===== src/rtl/mem_access_unit_pkg.sv =====
// Shared definitions for the data-memory access unit.
//   funct3 codes for RISC-V loads/stores, FSM state encoding and a
//   request-legality helper used when a request is accepted.
package mem_access_unit_pkg;

  localparam logic [2:0] F3_B  = 3'b000;
  localparam logic [2:0] F3_H  = 3'b001;
  localparam logic [2:0] F3_W  = 3'b010;
  localparam logic [2:0] F3_BU = 3'b100;
  localparam logic [2:0] F3_HU = 3'b101;

  typedef enum logic [2:0] {
    S_IDLE = 3'd0,
    S_RD   = 3'd1,
    S_CAP  = 3'd2,
    S_WR   = 3'd3,
    S_DONE = 3'd4,
    S_ERR  = 3'd5
  } state_t;

  // True when the request must be rejected: unknown funct3, unsigned store, or misaligned H/W.
  function automatic logic req_is_bad(input logic we, input logic [2:0] f3, input logic [1:0] lo);
    logic illegal;
    logic misaligned;
    illegal    = (f3 == 3'b011) || (f3 == 3'b110) || (f3 == 3'b111) || (we && f3[2]);
    misaligned = (((f3 == F3_H) || (f3 == F3_HU)) && lo[0]) ||
                 ((f3 == F3_W) && (lo != 2'b00));
    return illegal || misaligned;
  endfunction

endpackage


===== src/rtl/mem_lane_align.sv =====
// Combinational byte-lane steering between a 32-bit memory word and the CPU.
//   addr_lo    in  2   byte offset within the word
//   funct3     in  3   load/store width and signedness
//   rdata      in  32  word read from memory
//   wdata      in  16  low half of store data (all SB/SH need)
//   load_ext_c out 32  extracted and sign/zero-extended load value
//   merge_c    out 32  rdata with the addressed byte/halfword replaced (SB/SH)
module mem_lane_align
  import mem_access_unit_pkg::*;
(
  input  logic [1:0]  addr_lo,
  input  logic [2:0]  funct3,
  input  logic [31:0] rdata,
  input  logic [15:0] wdata,
  output logic [31:0] load_ext_c,
  output logic [31:0] merge_c
);

  logic [7:0]  byte_sel;
  logic [15:0] half_sel;

  // Lane select, little-endian: byte 0 is bits [7:0].
  always_comb begin
    byte_sel = rdata[7:0];
    half_sel = rdata[15:0];
    case (addr_lo)
      2'd0: byte_sel = rdata[7:0];
      2'd1: byte_sel = rdata[15:8];
      2'd2: byte_sel = rdata[23:16];
      2'd3: byte_sel = rdata[31:24];
      default: byte_sel = rdata[7:0];
    endcase
    if (addr_lo[1]) half_sel = rdata[31:16];
  end

  // Load extension.
  always_comb begin
    load_ext_c = rdata;
    case (funct3)
      F3_B:    load_ext_c = {{24{byte_sel[7]}}, byte_sel};
      F3_H:    load_ext_c = {{16{half_sel[15]}}, half_sel};
      F3_BU:   load_ext_c = {24'd0, byte_sel};
      F3_HU:   load_ext_c = {16'd0, half_sel};
      default: load_ext_c = rdata;
    endcase
  end

  // Store merge for the read-modify-write path.
  always_comb begin
    merge_c = rdata;
    case (funct3)
      F3_B: begin
        case (addr_lo)
          2'd0: merge_c[7:0]   = wdata[7:0];
          2'd1: merge_c[15:8]  = wdata[7:0];
          2'd2: merge_c[23:16] = wdata[7:0];
          2'd3: merge_c[31:24] = wdata[7:0];
          default: merge_c = rdata;
        endcase
      end
      F3_H: begin
        if (addr_lo[1]) merge_c[31:16] = wdata;
        else            merge_c[15:0]  = wdata;
      end
      default: merge_c = rdata;
    endcase
  end

endmodule


===== src/rtl/mem_access_unit.sv =====
// CPU-side initiator for a word-wide data BRAM. Turns one load/store request
// into BRAM cycles, extends loads, read-modify-writes SB/SH, flags bad requests.
//   clk, rst                 clock, synchronous active-high reset
//   req/req_we/req_funct3    request strobe (taken when not busy), store flag, funct3
//   req_addr/req_wdata       byte address, store data
//   busy/done/err            in progress, one-cycle completion, error with done
//   load_data                extended load result, held until the next done
//   mem_addr/mem_write_en/mem_wdata/mem_rdata   BRAM port (word index)
module mem_access_unit
  import mem_access_unit_pkg::*;
#(
  parameter int unsigned ADDR_W = 20,
  parameter int unsigned RD_LAT = 1
)(
  input  logic        clk,
  input  logic        rst,
  input  logic        req,
  input  logic        req_we,
  input  logic [2:0]  req_funct3,
  input  logic [31:0] req_addr,
  input  logic [31:0] req_wdata,
  output logic        busy,
  output logic        done,
  output logic        err,
  output logic [31:0] load_data,
  output logic [31:0] mem_addr,
  output logic        mem_write_en,
  output logic [31:0] mem_wdata,
  input  logic [31:0] mem_rdata
);

  localparam int unsigned CNT_W = 2;
  localparam logic [CNT_W-1:0] CNT_LAST = CNT_W'(RD_LAT - 1);

  state_t            state;
  state_t            state_next;
  logic [CNT_W-1:0]  rd_cnt;
  logic              lat_we;
  logic [2:0]        lat_f3;
  logic [1:0]        lat_lo;
  logic [15:0]       lat_wdata;
  logic              ready_c;
  logic              accept_c;
  logic              req_bad_c;
  logic [31:0]       load_ext_c;
  logic [31:0]       merge_c;
  logic              unused_addr_hi;

  // Address bits above the memory window are intentionally ignored.
  assign unused_addr_hi = ^req_addr[31:ADDR_W+2];

  // DONE/ERR count as idle so a new request is taken in the completion cycle.
  assign ready_c   = (state == S_IDLE) || (state == S_DONE) || (state == S_ERR);
  assign accept_c  = req && ready_c;
  assign req_bad_c = req_is_bad(req_we, req_funct3, req_addr[1:0]);

  mem_lane_align u_align (
    .addr_lo    (lat_lo),
    .funct3     (lat_f3),
    .rdata      (mem_rdata),
    .wdata      (lat_wdata),
    .load_ext_c (load_ext_c),
    .merge_c    (merge_c)
  );

  // State register.
  always_ff @(posedge clk) begin
    if (rst) state <= S_IDLE;
    else     state <= state_next;
  end

  // Next-state logic.
  always_comb begin
    state_next = state;
    case (state)
      S_IDLE, S_DONE, S_ERR: begin
        state_next = S_IDLE;
        if (req) begin
          if (req_bad_c)                           state_next = S_ERR;
          else if (req_we && req_funct3 == F3_W)   state_next = S_WR;
          else                                     state_next = S_RD;
        end
      end
      S_RD:    if (rd_cnt == CNT_LAST) state_next = S_CAP;
      S_CAP:   state_next = lat_we ? S_WR : S_DONE;
      S_WR:    state_next = S_DONE;
      default: state_next = S_IDLE;
    endcase
  end

  // Outputs decoded from the state register; write enable also masked by reset.
  always_comb begin
    busy         = 1'b0;
    done         = 1'b0;
    mem_write_en = 1'b0;
    case (state)
      S_RD, S_CAP: busy = 1'b1;
      S_WR: begin
        busy         = 1'b1;
        mem_write_en = !rst;
      end
      S_DONE, S_ERR: done = 1'b1;
      default: ;
    endcase
  end

  // Request latch, read-latency counter and result registers.
  always_ff @(posedge clk) begin
    if (rst) begin
      rd_cnt    <= '0;
      lat_we    <= 1'b0;
      lat_f3    <= 3'd0;
      lat_lo    <= 2'd0;
      lat_wdata <= 16'd0;
      mem_addr  <= 32'd0;
      mem_wdata <= 32'd0;
      load_data <= 32'd0;
      err       <= 1'b0;
    end else begin
      if (accept_c) begin
        lat_we    <= req_we;
        lat_f3    <= req_funct3;
        lat_lo    <= req_addr[1:0];
        lat_wdata <= req_wdata[15:0];
        mem_addr  <= 32'(req_addr[ADDR_W+1:2]);
        rd_cnt    <= '0;
        if (state_next == S_WR) mem_wdata <= req_wdata;
      end
      if (state == S_RD) rd_cnt <= rd_cnt + CNT_W'(1);
      if (state == S_CAP) begin
        if (lat_we) mem_wdata <= merge_c;
        else        load_data <= load_ext_c;
      end
      if (state_next == S_ERR)       err <= 1'b1;
      else if (state_next == S_DONE) err <= 1'b0;
    end
  end

endmodule


===== config.mk =====
export PLATFORM = sky130hd
export DESIGN_NAME = mem_access_unit
export DESIGN_NICKNAME = d
export VERILOG_FILES = /design/src/rtl/mem_access_unit_pkg.sv /design/src/rtl/mem_lane_align.sv /design/src/rtl/mem_access_unit.sv
export SDC_FILE = /design/constraint.sdc
export NUM_CORES = 1
export LEC_CHECK = 0
export BUFFER_PORTS_ARGS = -buffer_cell sky130_fd_sc_hd__clkbuf_2
export CELL_PAD_IN_SITES_DETAIL_PLACEMENT = 0
export CELL_PAD_IN_SITES_GLOBAL_PLACEMENT = 1
export CORE_UTILIZATION = 27
export CTS_CLUSTER_DIAMETER = 30
export CTS_CLUSTER_SIZE = 12
export DETAILED_ROUTE_END_ITERATION = 12
export GPL_ROUTABILITY_DRIVEN = 0
export PLACE_DENSITY_LB_ADDON = 0.08
export SKIP_LAST_GASP = 1
export SLEW_MARGIN = 30
export SYNTH_ARGS = -nofsm -noshare
export SYNTH_HDL_FRONTEND = slang
export SYNTH_SLANG_ARGS = --single-unit

===== constraint.sdc =====
create_clock -name clk -period 2.6 [get_ports clk]
set_input_delay 0.65 -clock clk [delete_from_list [all_inputs] [get_ports clk]]
set_output_delay 0.65 -clock clk [all_outputs]
set_load 0.02 [all_outputs]

==> results.yml, run 1 <==
worst_setup_path:
  critical_path.reg2reg.endpoint: "load_data[12]$_SDFFE_PP0P_"
  critical_path_peak_fanout: 9
  worstSetupEndpointType: "output pin"
  timing.rr.start: "lat_lo[1]$_SDFFE_PP0P_"
  worst_r2r_path_depth: 5
  reg2reg_setup_slack_ps: 470
  worst-endpoint-required_ps: 1950
  critPathKind: "flop to output pin"
  crit_arrival_ps: 1590
  timing.critical_path.from_type: "flop"
worst_hold_path:
  whs_path_cells: 2
  hold_path_class: "flop to flop"
  endpoint_of_the_worst_hold_path: "mem_addr[8]$_SDFFE_PP0P_"
  timing.hold.worst.start: "mem_addr[8]$_SDFFE_PP0P_"
cts:
  worstSkewPairLatency_ps: 360
  cts_sinks: 112
  cts.root.buffer_cell: "clkbuf_16"
  postCtsHoldBufs: 0
  maximum_buffer_depth_of_the_clock_tree: 2
  postcts_resize_cnt: 0
  cts.htree.levels: 3
  tritoncts: "done"
  clk_transition_reported_paths_ps: 80
  cts_buffers: 9
  post_cts_buffers: 0
timing:
  finClkSkew_ps: 9.56
  tightest_slew_ps: 704
  endpoints_failing_setup: 0
  fmax_ghz: 0.447
  final_slew_viol_count: 0
  setup_repair_after_global_routing_missed_its_margin: "false"
  slew-limit-headroom: 0.531
  finalCritPeriodShare: 0.860
  period_needed_ps: 2240
  fin_hold_ws_ps: 456
  setup_tns_ps: 0
  hold_viol_final: 0
power:
  cellPowerDensity_mw_per_mm2: 588
  vdd_drop_max_uv: 312
  cellLeakagePower_nw: 2.67
floorplanning:
  placement_rows: 51
  die_span_in_x_um: 143
  initial_core_util: 0.275
  io-pin-count: 203
  core_area_mm2: 0.0194
  design.die.area_mm2: 0.0203
  die_height_um: 143
grt:
  total_routing_usage_gr: 0.194
  grt_max_degree: 113
  number_of_global_route_vias_before_repair: 5016
  grt_pass1_wl_um: 29400
  antenna_violations_before_repair: 0
  globalRouteOverflowTotal: 0
detailed_routing:
  route.top_layer_used: "met4"
  m1WireLength_um: 8810
  detailroute.wirelength.met2_um: 9140
  route.detailed.wl_per_inst_um: 17.8
  drc_errors: 0
  avgViaCountPerCell: 4.90
  wl_um: 19400
  met3_wire_length_um: 1140
  drt_pre_antenna_iters: 5
  detail_route.iter0.violations: 482
  antenna_violating_nets_post_route: 0
  dr_total_vias: 5342
layout:
  layout_area_overhead_pct: 26.0
  fin_cells: 1091
  final_net_count: 925
  postLayoutCoreUtil: 0.346
  layout_cell_share_with_drive_strength_beyond_1: 0.293
  n_antenna_cell: 0
logic_synthesis:
  synthesis.yosys.warnings: 0
  synth.avg_cell_area_um2: 7.96
  synth_cells: 670
  synthFlopType: "dfxtp_1"
  yosys.cell_types.count: 43
  post_synth_edffs: 0
  synth-async-reset-ratio: 0
  flip_flop_and_latch_count_after_synthesis: 112
  syn-cell-area_mm2: 0.00534
  seq_total_area_yosys: 0.420
placement:
  hpwl_um: 14100
  placedCellCount: 1075
  place.port_buffers: 180
job:
  max_cap_violations: 0
status:
  outcome: "finished, final reports clean"
placed cells by master, fill, tap and decap left out, types with 3 or more instances in the layout:
cell type,instances
mux2_2,15
mux2i_1,4
clkbuf_16,9
and2_1,3
nand3b_1,9
conb_1,12
a311oi_1,31
o221ai_1,7
a21oi_1,53
clkbuf_2,179
a211oi_1,41
and3_1,16
dfxtp_1,112
buf_4,20
nor2b_1,5
o21ai_0,17
a221oi_1,18
nor2_1,27
nand2b_1,10
inv_1,12
nand2_1,194
report_power, final:
group | internal [mW] | switching, mW
registers | 1.80 | 0.0632
clock network | 0.692 | 0.702
logic | 0.243 | 0.453
total | 2.74 | 1.22
layout make-up:
type                       count  area (µm²)
clock buffer                  10         239
sequential                   112        2240
fill                        2139       12700
tap                          265         332
inverter                      12        45.0
clock inverter                 6        52.6
timing repair buffer         200        1070
multi-input combinational    486        2740
cell usage after synthesis (5+ instances only):
cell	count	area, µm²
inv_1	12	45.0
nand3b_1	9	67.6
clkbuf_1	37	139
nor2_1	27	101
a211oi_1	41	308
nand2_1	194	728
buf_4	17	128
dfxtp_1	112	2240
nand2b_1	10	62.6
nor2b_1	5	31.3
and3_1	16	100
buf_2	13	65.1
a21oi_1	53	265
o221ai_1	7	61.3
a311oi_1	31	272
mux2_2	15	169
a221oi_1	18	158
o21ai_0	17	85.1
metal layers:
| layer | vias to the layer above | track usage |
|---|---|---|
| met5 | - | 0 |
| met4 | 0 | 0.0690 |
| met3 | 18 | 0.0384 |
| met2 | 177 | 0.317 |
| met1 | 2509 | 0.253 |
| li1 | 2638 | - |
state kept, by name, indices dropped and copies added, names as in the netlist:
name	flops
lat_wdata	16
err	1
lat_lo	2
lat_f3	3
state	3
load_data	32
mem_addr	20
rd_cnt	2
lat_we	1
mem_wdata	32
worst max-delay path, stage by stage, from the launching register on:
cell,delay (ps)
dfxtp_1,460
nand2b_1,250
nor3b_1,300
clkbuf_2,220
through the flow:
step | power (mW) | setup WS, ps | instance area [µm²]
5_1_grt | 4.16 | 190 | 6720
4_1_cts | 4.02 | 290 | 6720
3_5_place_dp | 2.61 | 385 | 6430
6_report | 3.95 | 363 | 6720
3_3_place_gp | 2.60 | 450 | 6430
2_1_floorplan | 2.33 | 436 | 5380
cell families (layout without fill, tap and decap cells):
logic type,count (synthesis),after routing,synth area share
buffers and inverters,83,228,0.0748
flip-flops,112,112,0.420
adder cells (fa/ha/maj),1,1,0.00234
AND/OR/NAND/NOR,277,277,0.231
multiplexers,19,19,0.0392
other,1,12,0.000703
AO/OA/AOI/OAI,177,177,0.231
worst max-delay path by stage:
stage	from	end	slack, ps	depth (start not counted)
2_1_floorplan	rst	mem_write_en	440	3
3_3_place_gp	req	mem_wdata[9]$_SDFF_PP0_	450	6
3_5_place_dp	mem_rdata[23]	load_data[11]$_SDFFE_PP0P_	380	5
4_1_cts	state[2]$_SDFF_PP0_	mem_write_en	290	3
5_1_grt	state[0]$_SDFF_PP0_	mem_write_en	190	3
6_report	state[0]$_SDFF_PP0_	mem_write_en	360	3
No activity file was read; power rests on OpenSTA's default activity.
==> run 2: changes to the inputs <==
--- a/config.mk
+++ b/config.mk
@@ -6,8 +6,6 @@
 export NUM_CORES = 1
 export LEC_CHECK = 0
 export BUFFER_PORTS_ARGS = -buffer_cell sky130_fd_sc_hd__clkbuf_2
-export CELL_PAD_IN_SITES_DETAIL_PLACEMENT = 0
-export CELL_PAD_IN_SITES_GLOBAL_PLACEMENT = 1
 export CORE_UTILIZATION = 27
 export CTS_CLUSTER_DIAMETER = 30
 export CTS_CLUSTER_SIZE = 12
==> run 2 against run 1 <==
Effect of this change:
- non-clock buffer count fell by 3
- utilization up 0.26 points
- final cell count down 0.27%
- clock skew up 0.87 ps
- register-to-register slack improved by 40 ps
- critical path depth stayed put
- clock power up 13%
- die area did not move
- via count hardly changed
- power rose by 4.3%
- first-iteration DRC count shrank 29%
- critical endpoint unchanged
- largest cell class unchanged
- sequential power hardly changed
==> results.yml, run 2 (synthesis results as in run 1) <==
cts:
  post_cts_buffers: 0
  cts.root.buffer_cell: "clkbuf_16"
  clk_transition_reported_paths_ps: 80
  cts_buffers: 9
  tritoncts: "done"
  worstSkewPairLatency_ps: 360
  cts.htree.levels: 3
  postcts_resize_cnt: 0
  postCtsHoldBufs: 0
  maximum_buffer_depth_of_the_clock_tree: 2
  cts_sinks: 112
layout:
  mostFrequentLayoutCells: "nand2_1 (194), clkbuf_2 (179), dfxtp_1 (112)"
  final_net_count: 922
  n_antenna_cell: 0
  reg.largest.list: "load_data (32), mem_wdata (32), mem_addr (20)"
  layout_cell_share_with_drive_strength_beyond_1: 0.290
  post-route-cell-area_mm2: 0.00677
  postLayoutCoreUtil: 0.349
  layout_area_overhead_pct: 26.9
  final_common_cell: "nand2_1"
power:
  switching_share: 0.296
  vdd_drop_max_uv: 330
  clock_power_share: 0.380
  power.total_mw: 4.12
  share_comb_of_total_power: 0.167
  power.internal_mw: 2.90
  cellPowerDensity_mw_per_mm2: 609
  power.net_switching_mw: 1.22
  seq_pwr_share: 0.452
  cellLeakagePower_nw: 2.69
grt:
  globalRouteMet2Util: 0.307
  total_routing_usage_gr: 0.187
  routing_layer_with_the_top_usage_in_global_route: "met2"
  grt_util_met1: 0.237
  grt_pass1_wl_um: 28500
  grt_max_degree: 113
  use_met3: 0.0522
  number_of_global_route_vias_before_repair: 5072
  antenna_violations_before_repair: 0
  globalRouteOverflowTotal: 0
worst_setup_path:
  reg2reg_setup_slack_ps: 510
  timing.critical_path.from_type: "flop"
  cp_num_buf_inv: 1
  worstSetupEndpointType: "output pin"
  critPathKind: "flop to output pin"
  worst_r2r_path_depth: 5
  crit_arrival_ps: 1610
  slowest_delay_ps: 470
  worst-endpoint-required_ps: 1950
  timing.rr.start: "lat_lo[1]$_SDFFE_PP0P_"
  path_cells: "nand2b_1, nor3b_1, clkbuf_2"
  critical_path_peak_fanout: 9
  worstSetupPathDepth: 3
  critical-path-top-delay-family: "simple AND/OR/NAND/NOR gates"
  timing.critical_path.slowest_stage_cell: "dfxtp_1"
  critical_path.reg2reg.endpoint: "mem_wdata[24]$_SDFF_PP0_"
timing:
  setup_repair_after_global_routing_missed_its_margin: "false"
  finalCritPeriodShare: 0.869
  final_slew_viol_count: 0
  finClkSkew_ps: 10.4
  period_needed_ps: 2260
  slew-limit-headroom: 0.576
  hold_viol_final: 0
  endpoints_failing_setup: 0
  setup_tns_ps: 0
  tightest_slew_ps: 635
  fmax_ghz: 0.443
detailed_routing:
  wl_um: 19100
  route.detailed.wl_per_inst_um: 17.6
  detail_route.iter0.violations: 340
  antenna_violating_nets_post_route: 0
  drc_errors: 0
  avgViaCountPerCell: 4.91
  drt_pre_antenna_iters: 4
  dr_total_vias: 5343
floorplanning:
  initial_core_util: 0.275
  core_area_mm2: 0.0194
  io-pin-count: 203
  design.die.area_mm2: 0.0203
  placement_rows: 51
  die_height_um: 143
  die_span_in_x_um: 143
job:
  max_cap_violations: 0
worst_hold_path:
  hold_path_class: "flop to flop"
  timing.hold.worst.start: "mem_addr[9]$_SDFFE_PP0P_"
  endpoint_of_the_worst_hold_path: "mem_addr[9]$_SDFFE_PP0P_"
  whs_path_cells: 2
status:
  outcome: "finished, final reports clean"
placement:
  dpl-instance-area_mm2: 0.00644
  place.port_buffers: 180
  hpwl_um: 14000
==> run 2: cell types whose count changed in the layout (fill, tap and decap cells not counted), sizes merged <==
cell,delta
bufinv,+2
clkbuf,-1
clkinvlp,-1
buf,-3
==> run 2: how the worst max path moves through the flow <==
stage	from	slack [ps]	endpoint
after global placement	lat_lo[1]$_SDFFE_PP0P_	550	mem_wdata[24]$_SDFF_PP0_
after CTS	state[0]$_SDFF_PP0_	300	mem_write_en
final	state[0]$_SDFF_PP0_	340	mem_write_en
after global routing	state[0]$_SDFF_PP0_	220	mem_write_en
after floorplan	rst	440	mem_write_en
after detailed placement	req_addr[0]	460	mem_wdata[17]$_SDFF_PP0_
==> run 2: stage by stage <==
stage	instances	hold WS (ps)	setup WS [ps]
2_1_floorplan	681	436	436
3_3_place_gp	1072	443	545
3_5_place_dp	1072	447	464
4_1_cts	1088	459	299
5_1_grt	1088	477	222
6_report	1088	457	340
==> run 2: power by group through the flow <==
stage	clock network, mW	registers, mW	logic [mW]
after floorplan	0	1.96	0.372
after global placement	0	1.90	0.684
after detailed placement	0	1.91	0.696
after CTS	1.61	1.87	0.698
after global routing	1.67	1.88	0.761
final	1.57	1.87	0.690
==> run 2: final cells by class <==
cell class                 count  area, µm²
clock buffer                   9        225
clock inverter                 7        103
fill                        2161      12600
inverter                      12       45.0
multi-input combinational    486       2740
sequential                   112       2240
tap                          265        332
timing repair buffer         197       1080
==> run 2: tightest hold or removal path, delay by kind of cell (launching register included) <==
kind	cells	cell delay (ps)
compound gates	1	50
flops	1	310
simple gates	1	50
==> run 2: per-layer routing <==
| layer | vias up | part of all wire |
|---|---|---|
| li1 | 2630 | - |
| met1 | 2513 | 0.45 |
| met2 | 185 | 0.46 |
| met3 | 15 | 0.074 |
| met4 | 0 | 0.014 |
| met5 | - | 0 |
